## src/rtl/rgb_div_pkg.sv

```systemverilog
// rgb_div_pkg -- shared definitions for the RGB channel-sum divider.
//   div_state_t : divider FSM state encoding (IDLE, CALC, DONE)
//   DEF_DW      : default dividend/quotient width (accumulated channel sum)
//   DEF_VW      : default divisor/remainder width (pixel count)
package rgb_div_pkg;

   typedef enum logic [1:0] {
      IDLE = 2'd0,
      CALC = 2'd1,
      DONE = 2'd2
   } div_state_t;

   localparam int DEF_DW = 22;
   localparam int DEF_VW = 14;

endpackage

```

## src/rtl/div_sub_step.sv

```systemverilog
// div_sub_step -- one restoring shift-subtract division iteration (combinational).
// Ports:
//   rem_in  : current partial remainder (always < divisor)
//   bit_in  : next dividend bit, MSB first
//   divisor : divisor
//   rem_out : next partial remainder
//   q_bit   : quotient bit produced by this iteration
module div_sub_step #(
   parameter int VW = 14
) (
   input  logic [VW-1:0] rem_in,
   input  logic          bit_in,
   input  logic [VW-1:0] divisor,
   output logic [VW-1:0] rem_out,
   output logic          q_bit
);

   // The shifted-in trial value needs one extra bit; after a successful
   // subtract (or a restore) it is back below the divisor and fits in VW bits.
   logic [VW:0] trial;

   assign trial   = {rem_in, bit_in};
   assign q_bit   = (trial >= {1'b0, divisor});
   assign rem_out = q_bit ? VW'(trial - {1'b0, divisor}) : trial[VW-1:0];

endmodule

```

## src/rtl/rgb_sum_divider.sv

```systemverilog
// rgb_sum_divider -- sequential divider turning an accumulated RGB channel sum
// into a per-pixel mean: one quotient bit per clock, DW+1 cycles start-to-done.
// Optional build macro: RGB_DIV_ROUND_EN -- round quotient to nearest
// (saturating); remainder always reported unrounded.
// Ports:
//   clk, rst_n   : clock, asynchronous active-low reset
//   start        : division request, accepted only in IDLE
//   dividend     : channel sum, captured on accept
//   divisor      : pixel count, captured on accept
//   busy         : division in progress
//   done         : one-cycle result-valid pulse
//   quotient     : result, held until the next accepted start
//   remainder    : result remainder, held with quotient
//   div_by_zero  : last accepted divisor was zero
module rgb_sum_divider
   import rgb_div_pkg::*;
#(
   parameter int DW = DEF_DW,
   parameter int VW = DEF_VW
) (
   input  logic          clk,
   input  logic          rst_n,
   input  logic          start,
   input  logic [DW-1:0] dividend,
   input  logic [VW-1:0] divisor,
   output logic          busy,
   output logic          done,
   output logic [DW-1:0] quotient,
   output logic [VW-1:0] remainder,
   output logic          div_by_zero
);

   localparam int CW = (DW > 1) ? $clog2(DW) : 1;

   div_state_t    state, state_nx;
   logic [CW-1:0] cnt;
   logic [DW-1:0] dvd;      // dividend bits leave at the MSB, quotient bits enter at the LSB
   logic [VW-1:0] dsr;
   logic [VW-1:0] prem;
   logic [VW-1:0] prem_nx;
   logic          qbit;
   logic          last;
   logic [DW-1:0] q_fin;
   logic [DW-1:0] q_out;

   div_sub_step #(.VW(VW)) u_step (
      .rem_in  (prem),
      .bit_in  (dvd[DW-1]),
      .divisor (dsr),
      .rem_out (prem_nx),
      .q_bit   (qbit)
   );

   assign last  = (cnt == CW'(DW - 1));
   assign q_fin = {dvd[DW-2:0], qbit};

`ifdef RGB_DIV_ROUND_EN
   logic round_up;
   // 2*r >= d, compared one bit wider so the doubled remainder cannot overflow
   assign round_up = ({prem_nx, 1'b0} >= {1'b0, dsr});
   assign q_out    = (round_up && !(&q_fin)) ? q_fin + 1'b1 : q_fin;
`else
   assign q_out    = q_fin;
`endif

   // ---------------- FSM ----------------
   always_ff @(posedge clk or negedge rst_n) begin
      if (!rst_n) state <= IDLE;
      else        state <= state_nx;
   end

   always_comb begin
      state_nx = state;
      case (state)
         IDLE:    if (start) state_nx = (divisor == '0) ? DONE : CALC;
         CALC:    if (last)  state_nx = DONE;
         DONE:    state_nx = IDLE;
         default: state_nx = IDLE;
      endcase
   end

   assign busy = (state == CALC);
   assign done = (state == DONE);

   // ---------------- datapath ----------------
   always_ff @(posedge clk or negedge rst_n) begin
      if (!rst_n) begin
         cnt         <= '0;
         dvd         <= '0;
         dsr         <= '0;
         prem        <= '0;
         quotient    <= '0;
         remainder   <= '0;
         div_by_zero <= 1'b0;
      end else begin
         case (state)
            IDLE: if (start) begin
               dvd         <= dividend;
               dsr         <= divisor;
               prem        <= '0;
               cnt         <= '0;
               remainder   <= '0;
               // A zero divisor skips CALC, so its fixed result is loaded here.
               quotient    <= (divisor == '0) ? '1 : '0;
               div_by_zero <= (divisor == '0);
            end
            CALC: begin
               dvd  <= q_fin;
               prem <= prem_nx;
               cnt  <= cnt + 1'b1;
               if (last) begin
                  quotient  <= q_out;
                  remainder <= prem_nx;
               end
            end
            default: ;
         endcase
      end
   end

endmodule

```

## config.mk

```make
export PLATFORM = sky130hd
export DESIGN_NAME = rgb_sum_divider
export DESIGN_NICKNAME = d
export VERILOG_FILES = /design/src/rtl/rgb_div_pkg.sv /design/src/rtl/div_sub_step.sv /design/src/rtl/rgb_sum_divider.sv
export SDC_FILE = /design/constraint.sdc
export NUM_CORES = 1
export LEC_CHECK = 0
export CORE_ASPECT_RATIO = 0.7
export CORE_MARGIN = 2
export CORE_UTILIZATION = 45
export CTS_CLUSTER_DIAMETER = 200
export DETAILED_ROUTE_END_ITERATION = 7
export GPL_ROUTABILITY_DRIVEN = 0
export PLACE_DENSITY = 0.75
export RECOVER_POWER = 100
export SETUP_SLACK_MARGIN = 0.02
export SYNTH_ARGS = -nofsm -noshare
export SYNTH_HDL_FRONTEND = slang
export SYNTH_HIERARCHICAL = 1
export SYNTH_SLANG_ARGS = --single-unit
```

## constraint.sdc

```tcl
create_clock -name clk -period 2.3 [get_ports clk]
set_clock_uncertainty 0.1 [all_clocks]
set_input_delay 0.23 -clock clk [delete_from_list [all_inputs] [get_ports clk]]
set_output_delay 0.23 -clock clk [all_outputs]
set_load 0.01 [all_outputs]
```

# Word level (Yosys, flattened, before mapping)
# Cells that the tools add are included.
# totals
ff_bits	94
# classes
n_eq_ne	5
reduce_logical	7
n_lt_le_gt_ge	1
n_mux	17
add_sub_neg	2
# ops
cell	count
two-way mux 22 bit	4
one-hot mux 22 bit (2 select lines)	2
one-hot mux 14 bit (2 select lines)	2
two-way mux 14 bit	3
>= comparator 15 x 14 -> 1 bit	1
logical NOT 14 bit	1
subtractor 14 bit	1
one-hot mux 5 bit (2 select lines)	1
two-way mux 2 bit	3
AND reduction 2 bit	3
adder 5 x 1 -> 5 bit, second input constant	1
equality test 5 bit, second input constant	1
two-way mux 5 bit	1
one-hot mux 2 bit (2 select lines)	1
AND reduction 3 bit	1
equality test 2 x 1 -> 1 bit, second input constant	1
equality test 2 bit, second input constant	1
logical NOT 2 bit	1
!= test 2 x 1 -> 1 bit, second input constant	1
!= test 2 bit, second input constant	1
nonzero test 2 bit	1

# Depth between registers and ports, before layout
# Gate-level depths: netlist (run 1).
# depth
depth_word	4
ltp_mapped	11
depth_no_buf	11

# Hierarchy
# Netlist (run 1), hierarchy kept.
# modules_own_cells
mod	n_inst	area_per_inst_um2	cells_each
rgb_sum_divider	1	3992.6	342
div_sub_step	1	1024.7	128

# Least setup slack after synthesis (run 1)
# No wires, ideal clock.
# synth_path
kind	register to register
startpoint	reg dvd[21]
endpoint	reg remainder[8]
path_slack_ns	-0.206
synth_period_minus_slack_ns	2.506
stages_incl_launch_ff	12
path_buffers	0
arrival_time_ns	2.284
setup_time_ns	0.122
path_cell_list	dfrtp_1 -> inv_1 -> ha_1 -> inv_1 -> fa_1 -> a21oi_1 -> o2111a_1 -> o21bai_1 -> a21o_1 -> xor2_1 -> mux2_4 -> a32o_1
# synth_via
elab_chain_len	4
word_cells_on_any_way	5
cone_classes	add/sub: 1; order compare: 1; mux: 3
# synth_rtl
item	line	source
start, declared	rgb_sum_divider.sv:37	logic [DW-1:0] dvd;
start signal, assigned	rgb_sum_divider.sv:98	dvd <= dividend;
start signal, assigned	rgb_sum_divider.sv:108	dvd <= q_fin;
subtractor 14 bit / >= comparator 15 x 14 -> 1 bit (equally long branches)	div_sub_step.sv:24, div_sub_step.sv:23	
two-way mux 14 bit (*)	div_sub_step.sv:24	assign rem_out = q_bit ? VW'(trial - {1'b0, divisor}) : trial[VW-1:0];
named net prem_nx[8]	rgb_sum_divider.sv:40	logic [VW-1:0] prem_nx;
two-way mux 14 bit (*)	rgb_sum_divider.sv:111	if (last) begin
one-hot mux 14 bit (2 select lines) (*)	rgb_sum_divider.sv:96	case (state)
end signal, assigned	rgb_sum_divider.sv:113	remainder <= prem_nx;
end, declared	rgb_sum_divider.sv:29	output logic [VW-1:0] remainder,
# Mark *: on every way through the listed nets, which the timed path passes. The rest lies on a longest branch. The select of a mux whose other input is x is not followed.
# A chain may end at the register's enable or synchronous reset.

# Worst setup path after layout (run 1)
# Ends and elaborated chain as after synthesis.

==> results of run 1 <==
-- worst max-delay path, stage by stage (launching register included) --
cell and delay, ps:
dfrtp_1 400, inv_2 90, ha_4 120, inv_2 30, fa_2 340, a21oi_2 160
o2111a_2 270, o21bai_1 70, a21o_1 190, xor2_1 140, mux2_4 260, a32o_1 220
-- registers in the layout (all words and copies together) (netlist names) --
name         count
dsr             14
state            2
div_by_zero      1
quotient        22
prem            14
remainder       14
dvd             22
cnt              5
-- kinds of logic (layout without fill, tap and decap cells) --
kind of cell / after synthesis / count (layout)
xor gates and xnor gates: 12 / 12
and+or+nand+nor: 86 / 86
DFF: 94 / 94
adders and majority gates: 18 / 18
AOI/OAI and AO/OA: 155 / 155
buffers and inverters: 73 / 215
muxes: 32 / 32
-- layer usage --
| layer | GRT usage [%] | wire, um | share of wire (%) |
|---|---|---|---|
| met1 | 33.77 | 6451 | 46 |
| met2 | 34.86 | 6441 | 46 |
| met3 | 5.315 | 880 | 6.3 |
| met5 | 0 | 0 | 0 |
| met4 | 6.004 | 196 | 1.4 |
-- power groups by stage --
| stage | sequential, W | combinational [W] | clock, W |
|---|---|---|---|
| floorplan | 0.00290 | 0.00443 | 0 |
| global route | 0.00295 | 0.00861 | 0.00160 |
| detailed placement | 0.00287 | 0.00680 | 0 |
| finish | 0.00288 | 0.00801 | 0.00152 |
| CTS | 0.00287 | 0.00734 | 0.00153 |
| global placement | 0.00285 | 0.00656 | 0 |
-- cell type report --
type,instances,area [um^2]
clock inverters,7,73.82
multi-input cells,303,2600
clock buffers,9,225.2
repair buffers,156,1393
fillers,841,3929
well taps,153,191.4
inverters,43,166.4
flip-flops and latches,94,2352
-- metrics by stage --
step / hold slack [ps] / instance area [um^2] / TNS (ps) / util, % / worst slack (ps)
floorplan: -165.6 / 5049 / -164.7 / - / -64.64
global placement: 151.6 / 6309 / -7302 / 57.72 / -301.0
detailed placement: 163.2 / 6309 / -8962 / 57.72 / -370.8
CTS: 330.9 / 6817 / -1845 / 62.36 / -173.7
global route: 401.9 / 7002 / -6486 / 64.06 / -275.5
finish: 380.5 / 7002 / -3273 / 64.06 / -211.7
-- worst min-delay path by stage --
stage	depth (start not counted)	slack [ps]	to	from
floorplan	0	-170	cnt[0]$_DFFE_PN0P_	rst_n
global placement	1	150	dvd[6]$_DFFE_PN0P_	rst_n
detailed placement	1	160	dvd[7]$_DFFE_PN0P_	rst_n
CTS	2	330	dvd[7]$_DFFE_PN0P_	rst_n
global route	2	400	dvd[18]$_DFFE_PN0P_	dvd[17]$_DFFE_PN0P_
finish	2	380	dvd[18]$_DFFE_PN0P_	dvd[17]$_DFFE_PN0P_
-- cell usage after synthesis (all sizes together) (2+ instances only) --
| cell | number |
|---|---|
| a22o | 14 |
| o22ai | 3 |
| and3 | 3 |
| nand3 | 7 |
| mux2i | 5 |
| nor2 | 35 |
| nand2b | 3 |
| a211oi | 20 |
| o22a | 20 |
| a2111oi | 2 |
| dfrtp | 94 |
| ha | 17 |
| clkbuf | 4 |
| xor2 | 4 |
| xnor2 | 8 |
| nor4 | 3 |
| mux2 | 27 |
| nor3 | 2 |
| nor2b | 8 |
| inv | 43 |
| o21ai | 11 |
| buf | 26 |
| o211ai | 3 |
| a32o | 14 |
| a21o | 3 |
| o311ai | 2 |
| a21oi | 46 |
| a31oi | 4 |
| nand2 | 19 |
| o21a | 2 |
| o21bai | 3 |
| o2111ai | 2 |
-- repair_timing --
| action | 4_1_cts | 5_1_grt |
|---|---|---|
| hold buffers | 1 | 0 |
| cloned | 0 | 1 |
| resized for setup | 24 | 32 |
| pin swaps | 5 | 14 |
| setup buffers | 9 | 6 |
| endpoints found under the setup margin | 30 | 30 |
| hold endpoints to repair | 41 | 0 |
==> reports/qor.csv, run 1 <==
stage,metric,value,unit
clocking,clk_lat worst skew,350,ps
final_layout,Nets,664,
clocking,Bufs on Longest Clock Path,2,
timing,measured slew at the worst slew-check pin,1073,ps
global_routing,largest net degree at the start of global routing,44,
synthesis,Synth area leaders,"dfrtp_1, a21oi_1, mux2_2, ha_1, o22a_1",
detailed_routing,DR iter-0 viols,367,
final_layout,antenna cells,0,
pwr,combinational share of power,64.6,%
floorplan,Row Count,32,
critical_path,Worst R2R End,remainder[8]$_DFFE_PN0P_,
detailed_routing,vias,4342,
floorplan,core footprint,10930,um^2
critical_path,Crit Path Class,flop to flop,
timing,Final Max Tran Viols,0,
synthesis,Synth Area in Compound Gates,23.24,%
floorplan,I/O pin count,78,
clocking,cts bufs inserted,9,
place,dpl hpwl,9172,um
clocking,htree depth,3,
final_layout,share of layout cells above drive strength 1,27.78,%
synthesis,cells after synthesis,470,
synthesis,syn_area_per_cell,10.68,um^2
synthesis,Post-Syn Area,5017,um^2
global_routing,first-pass GRT wire length,21200,um
synthesis,asr flop ratio synth,100.0,%
pwr,P_leak,3.106,nW
global_routing,number of global-route vias before repair,4071,
synthesis,Cell variety after synth,60,
timing,Final setup viols,33,
detailed_routing,Pre-antenna DRT Iters,5,
critical_path,crit start category,flop,
synthesis,Yosys top cell area share,46.88,%
synthesis,Main synth FF type,dfrtp_1,
detailed_routing,Vias/cell,5.676,
detailed_routing,Post-Route WL,13970,um
synthesis,Post-synth EDFFs,0,
detailed_routing,# DRC,0,
critical_path,r2r setup slk,-210,ps
synthesis,"Seq/Total Area, Yosys",46.88,%
floorplan,die width,130.2,um
global_routing,initial antenna violation count,0,
floorplan,die area,12020,um^2
synthesis,largest family of logic cells by synthesized area,compound AO/OA/AOI/OAI gates,
timing,Slew headroom,28.45,%
pwr,pwr/cell area,1773,nW/um^2
synthesis,mux share of post-synthesis cell area,7.581,%
clocking,clk sink count,94,
flow_run,Max Cap Viol,0,
critical_path,crit path DAT,2650,ps
timing,Tmin final,2512,ps
critical_path,Setup crit end,remainder[8]$_DFFE_PN0P_,
pwr,clock power share,12.2,%
global_routing,GRT Total Usage,23.14,%
pwr,Switch Pwr,0.005046,W
synthesis,Post-Synth Simple-Gate Area,8.429,%
timing,RSZ-0062 raised after global routing,yes,
floorplan,chip height,92.35,um
detailed_routing,drt wl/cell,18.26,um
run_status,status,"finished, violations left",
final_layout,post-route insts no fill,765,
pwr,Int Pwr,0.007366,W
synthesis,Synth Net Count,527,
clocking,CTS Root Cell,clkbuf_16,
place,placed insts,732,
global_routing,GRT overflow,0,
clocking,CTS tree,built,
critical_path,RR Startpoint,dvd[21]$_DFFE_PN0P_,
place,PortBufs,77,
synthesis,"FF+latch count, synth",94,
final_layout,"most common cell after layout, fill and taps aside",dfrtp_1,
detailed_routing,Routed Antenna Nets,0,
final_layout,"commonest cells after routing, fill and taps aside","dfrtp_1, buf_4, a21oi_1, dlygate4sd3_1, clkdlybuf4s50_1",
timing,f_max,0.3981,GHz
critical_path,CP startpoint,dvd[21]$_DFFE_PN0P_,
pwr,part of the power in registers,23.2,%
run_status,failing checks,negative setup slack,
synthesis,Post-Synth Adder-Cell Area,4.638,%
final_layout,area added between synthesis and finish,39.55,%
clocking,"Reg clk slew, reported paths",70,ps
critical_path,CP Capture Type,flop,
synthesis,Yosys Warn Count,6,
synthesis,Synth area leader,dfrtp_1,
synthesis,post-synthesis xor/xnor area fraction,2.095,%
critical_path,Worst Path Required,2440,ps
pwr,overall power,0.01241,W
floorplan,initial core utilization,45.90,%
timing,final hold violations,0,
timing,crit share post-route,109.2,%
pwr,Sw Ratio,40.65,%
timing,setup ws final,-211.7,ps
pwr,Max IR drop VDD,0.6487,mV
hold_path,Hold/Removal Path Class,flop to flop,
critical_path,FF-to-FF path depth,11,
critical_path,"Max FO, Critical Path",4,
(Power assumes the default switching activity.)
==> run 2: changes to the inputs <==
Settings changed: PLACE_DENSITY 0.75 to 0.71.
==> run 2 against run 1 <==
  * The flow still finishes with violations (negative setup slack)
  * Sequential share of layout area up 0.47 points
  * Fmax down 0.45%
  * Sequential cell count unchanged
  * Non-clock buffer count down 3
  * First-iteration DRC count down 19%
  * Critical path depth unchanged
  * Cell count down 0.52%
  * Cell area down 1.4%
  * Largest cell class unchanged
  * Largest power group unchanged
==> reports/qor.csv, run 2 (synthesized netlist as in run 1, its figures left out) <==
stage,metric,value,unit,change
final_layout,biggest regs,"dvd x22, quotient x22",,
final_layout,post-route insts no fill,761,,-0.52%
floorplan,core footprint,10930,um^2,unchanged
global_routing,initial antenna violation count,0,,unchanged
timing,f_max,0.3964,GHz,-0.45%
clocking,"Reg clk slew, reported paths",60,ps,about the same
timing,setup ws final,-223.0,ps,-11.23 ps
floorplan,chip height,92.35,um,unchanged
detailed_routing,drt wl/cell,17.30,um,-5.3%
final_layout,antenna cells,0,,unchanged
critical_path,r2r setup slk,-220,ps,about the same
critical_path,Crit Path Class,flop to flop,,
clocking,CTS tree,built,,
critical_path,CP startpoint,dvd[21]$_DFFE_PN0P_,,
final_layout,"Design Area, Final",6904,um^2,-1.4%
critical_path,Crit-path slowest cell,dfrtp_1,,
final_layout,"commonest cells after routing, fill and taps aside","dfrtp_1, buf_4, a21oi_1, dlygate4sd3_1, clkdlybuf4s50_1",,
timing,Tmin final,2523,ps,+11.23 ps
place,dpl hpwl,8751,um,-4.6%
floorplan,Row Count,32,,unchanged
pwr,pwr/cell area,1757,nW/um^2,-0.87%
flow_run,Max Cap Viol,0,,unchanged
critical_path,CP max stage delay,380,ps,-20 ps
hold_path,Hold/Removal Path Class,flop to flop,,
critical_path,FF-to-FF path depth,11,,unchanged
critical_path,RR Startpoint,dvd[21]$_DFFE_PN0P_,,
timing,WHS,385.2,ps,+4.700 ps
detailed_routing,DR iter-0 viols,297,,-19%
global_routing,GRT Total Usage,22.06,%,-1.1 points
detailed_routing,Routed Antenna Nets,0,,unchanged
place,"Cell Area, Placed",6296,um^2,-0.20%
critical_path,CP Capture Type,flop,,
clocking,CTS Root Cell,clkbuf_16,,
critical_path,crit start category,flop,,
final_layout,Nets,661,,-0.45%
pwr,Max IR drop VDD,0.6884,mV,+6.1%
timing,RSZ-0062 raised after global routing,yes,,
final_layout,Fillers,879,,+4.5%
critical_path,Worst Path Buf+Inv,2,,unchanged
timing,Final Max Tran Viols,0,,unchanged
critical_path,crit path DAT,2650,ps,about the same
critical_path,Setup crit end,remainder[12]$_DFFE_PN0P_,,
final_layout,area added between synthesis and finish,37.61,%,
floorplan,I/O pin count,78,,unchanged
final_layout,"most common cell after layout, fill and taps aside",dfrtp_1,,
global_routing,first-pass GRT wire length,20590,um,-2.9%
clocking,cts bufs inserted,9,,unchanged
floorplan,die area,12020,um^2,unchanged
clocking,clk_lat worst skew,340,ps,about the same
timing,final hold violations,0,,unchanged
timing,Slew headroom,42.40,%,+14 points
global_routing,GRT overflow,0,,unchanged
final_layout,Reg area,2352,um^2,unchanged
clocking,clk sink count,94,,unchanged
final_layout,share of layout cells above drive strength 1,26.97,%,-0.80 points
clocking,htree depth,3,,unchanged
detailed_routing,vias,4227,,-2.6%
detailed_routing,Pre-antenna DRT Iters,5,,unchanged
critical_path,Worst R2R End,remainder[12]$_DFFE_PN0P_,,
detailed_routing,# DRC,0,,unchanged
timing,measured slew at the worst slew-check pin,864.0,ps,-209.2 ps
run_status,status,"finished, violations left",,
floorplan,die width,130.2,um,unchanged
final_layout,multi-input logic area,2555,um^2,-1.7%
critical_path,"delay-heaviest family, CP",compound AO/OA/AOI/OAI gates,,
timing,Final setup viols,28,,-15%
clocking,Bufs on Longest Clock Path,2,,unchanged
detailed_routing,Vias/cell,5.555,,-2.1%
floorplan,initial core utilization,45.90,%,unchanged
critical_path,"Max FO, Critical Path",4,,unchanged
global_routing,largest net degree at the start of global routing,61,,+39%
critical_path,Crit path depth,11,,unchanged
run_status,failing checks,negative setup slack,,
pwr,P_leak,3.053,nW,-1.7%
place,PortBufs,77,,unchanged
timing,crit share post-route,109.7,%,+0.49 points
critical_path,crit-path cells,inv_2 > ha_4 > inv_2 > fa_2 > a21oi_2 > o2111a_2 > o31ai_2 > a21oi_2 > xnor2_1 > mux2_4 > a32o_1,,
global_routing,number of global-route vias before repair,4050,,-0.52%
critical_path,Worst Path Required,2430,ps,about the same
place,placed insts,727,,-0.68%
detailed_routing,Post-Route WL,13170,um,-5.8%
[run 2: metrics by stage]
step | setup slack (ps) | setup TNS [ps] | total power, W | util (%)
after CTS | -135.8 | -2094 | 0.01163 | 61.98
after floorplan | -64.64 | -164.7 | 0.007329 | -
after detailed placement | -182.9 | -3635 | 0.009662 | 57.60
final | -223.0 | -4141 | 0.01213 | 63.16
after global placement | -139.2 | -2851 | 0.009470 | 57.60
after global routing | -315.5 | -6312 | 0.01295 | 63.16
[run 2: area by class of cell]
| type | count | share of cell area (%) |
|---|---|---|
| clock buffers | 11 | 3.516 |
| clock inverters | 4 | 0.6887 |
| inverters | 43 | 2.338 |
| multi-input cells | 303 | 37.01 |
| flip-flops and latches | 94 | 34.07 |
| well taps | 153 | 2.773 |
| repair buffers | 153 | 19.61 |
[run 2: worst min path at each step]
stage                                        start                  endpoint  slack, ps  cells after the start
after detailed placement                     rst_n   quotient[6]$_DFFE_PN0P_        110                      1
after CTS                                    rst_n   quotient[6]$_DFFE_PN0P_        290                      2
final                          dvd[17]$_DFFE_PN0P_       dvd[18]$_DFFE_PN0P_        390                      2
after global placement                       rst_n   quotient[7]$_DFFE_PN0P_        110                      1
after global routing      remainder[0]$_DFFE_PN0P_  remainder[0]$_DFFE_PN0P_        410                      1
after floorplan                              rst_n        cnt[0]$_DFFE_PN0P_       -170                      0
[run 2: what timing repair did]
action                                  in CTS  in global routing
pin swaps                                    6                 15
resized for setup                           24                 22
hold endpoints to repair                    34                  0
endpoints found under the setup margin      28                 29
hold buffers                                 1                  0
setup buffers                                7                 12
[run 2: power breakdown]
part           internal (W)  switching (W)  leakage [nW]
Sequential          0.00242       0.000454          1.12
Clock              0.000862       0.000597         0.141
Combinational       0.00401        0.00379          1.79
Total               0.00729        0.00484          3.05
[run 2: worst reg2reg max path: cells and delay by family, from the launching register on]
kind                       cells  cell delay [ps]
adders and majority gates      2              460
DFF                            1              380
AOI/OAI and AO/OA              5              980
xor gates and xnor gates       1              100
buffers and inverters          2              110
muxes                          1              270
[run 2: layer usage]
metal	share of wire, %	track usage (%)
met4	0.90	4.928
met1	49	34.11
met5	0	0
met3	4.4	4.506
met2	46	31.81
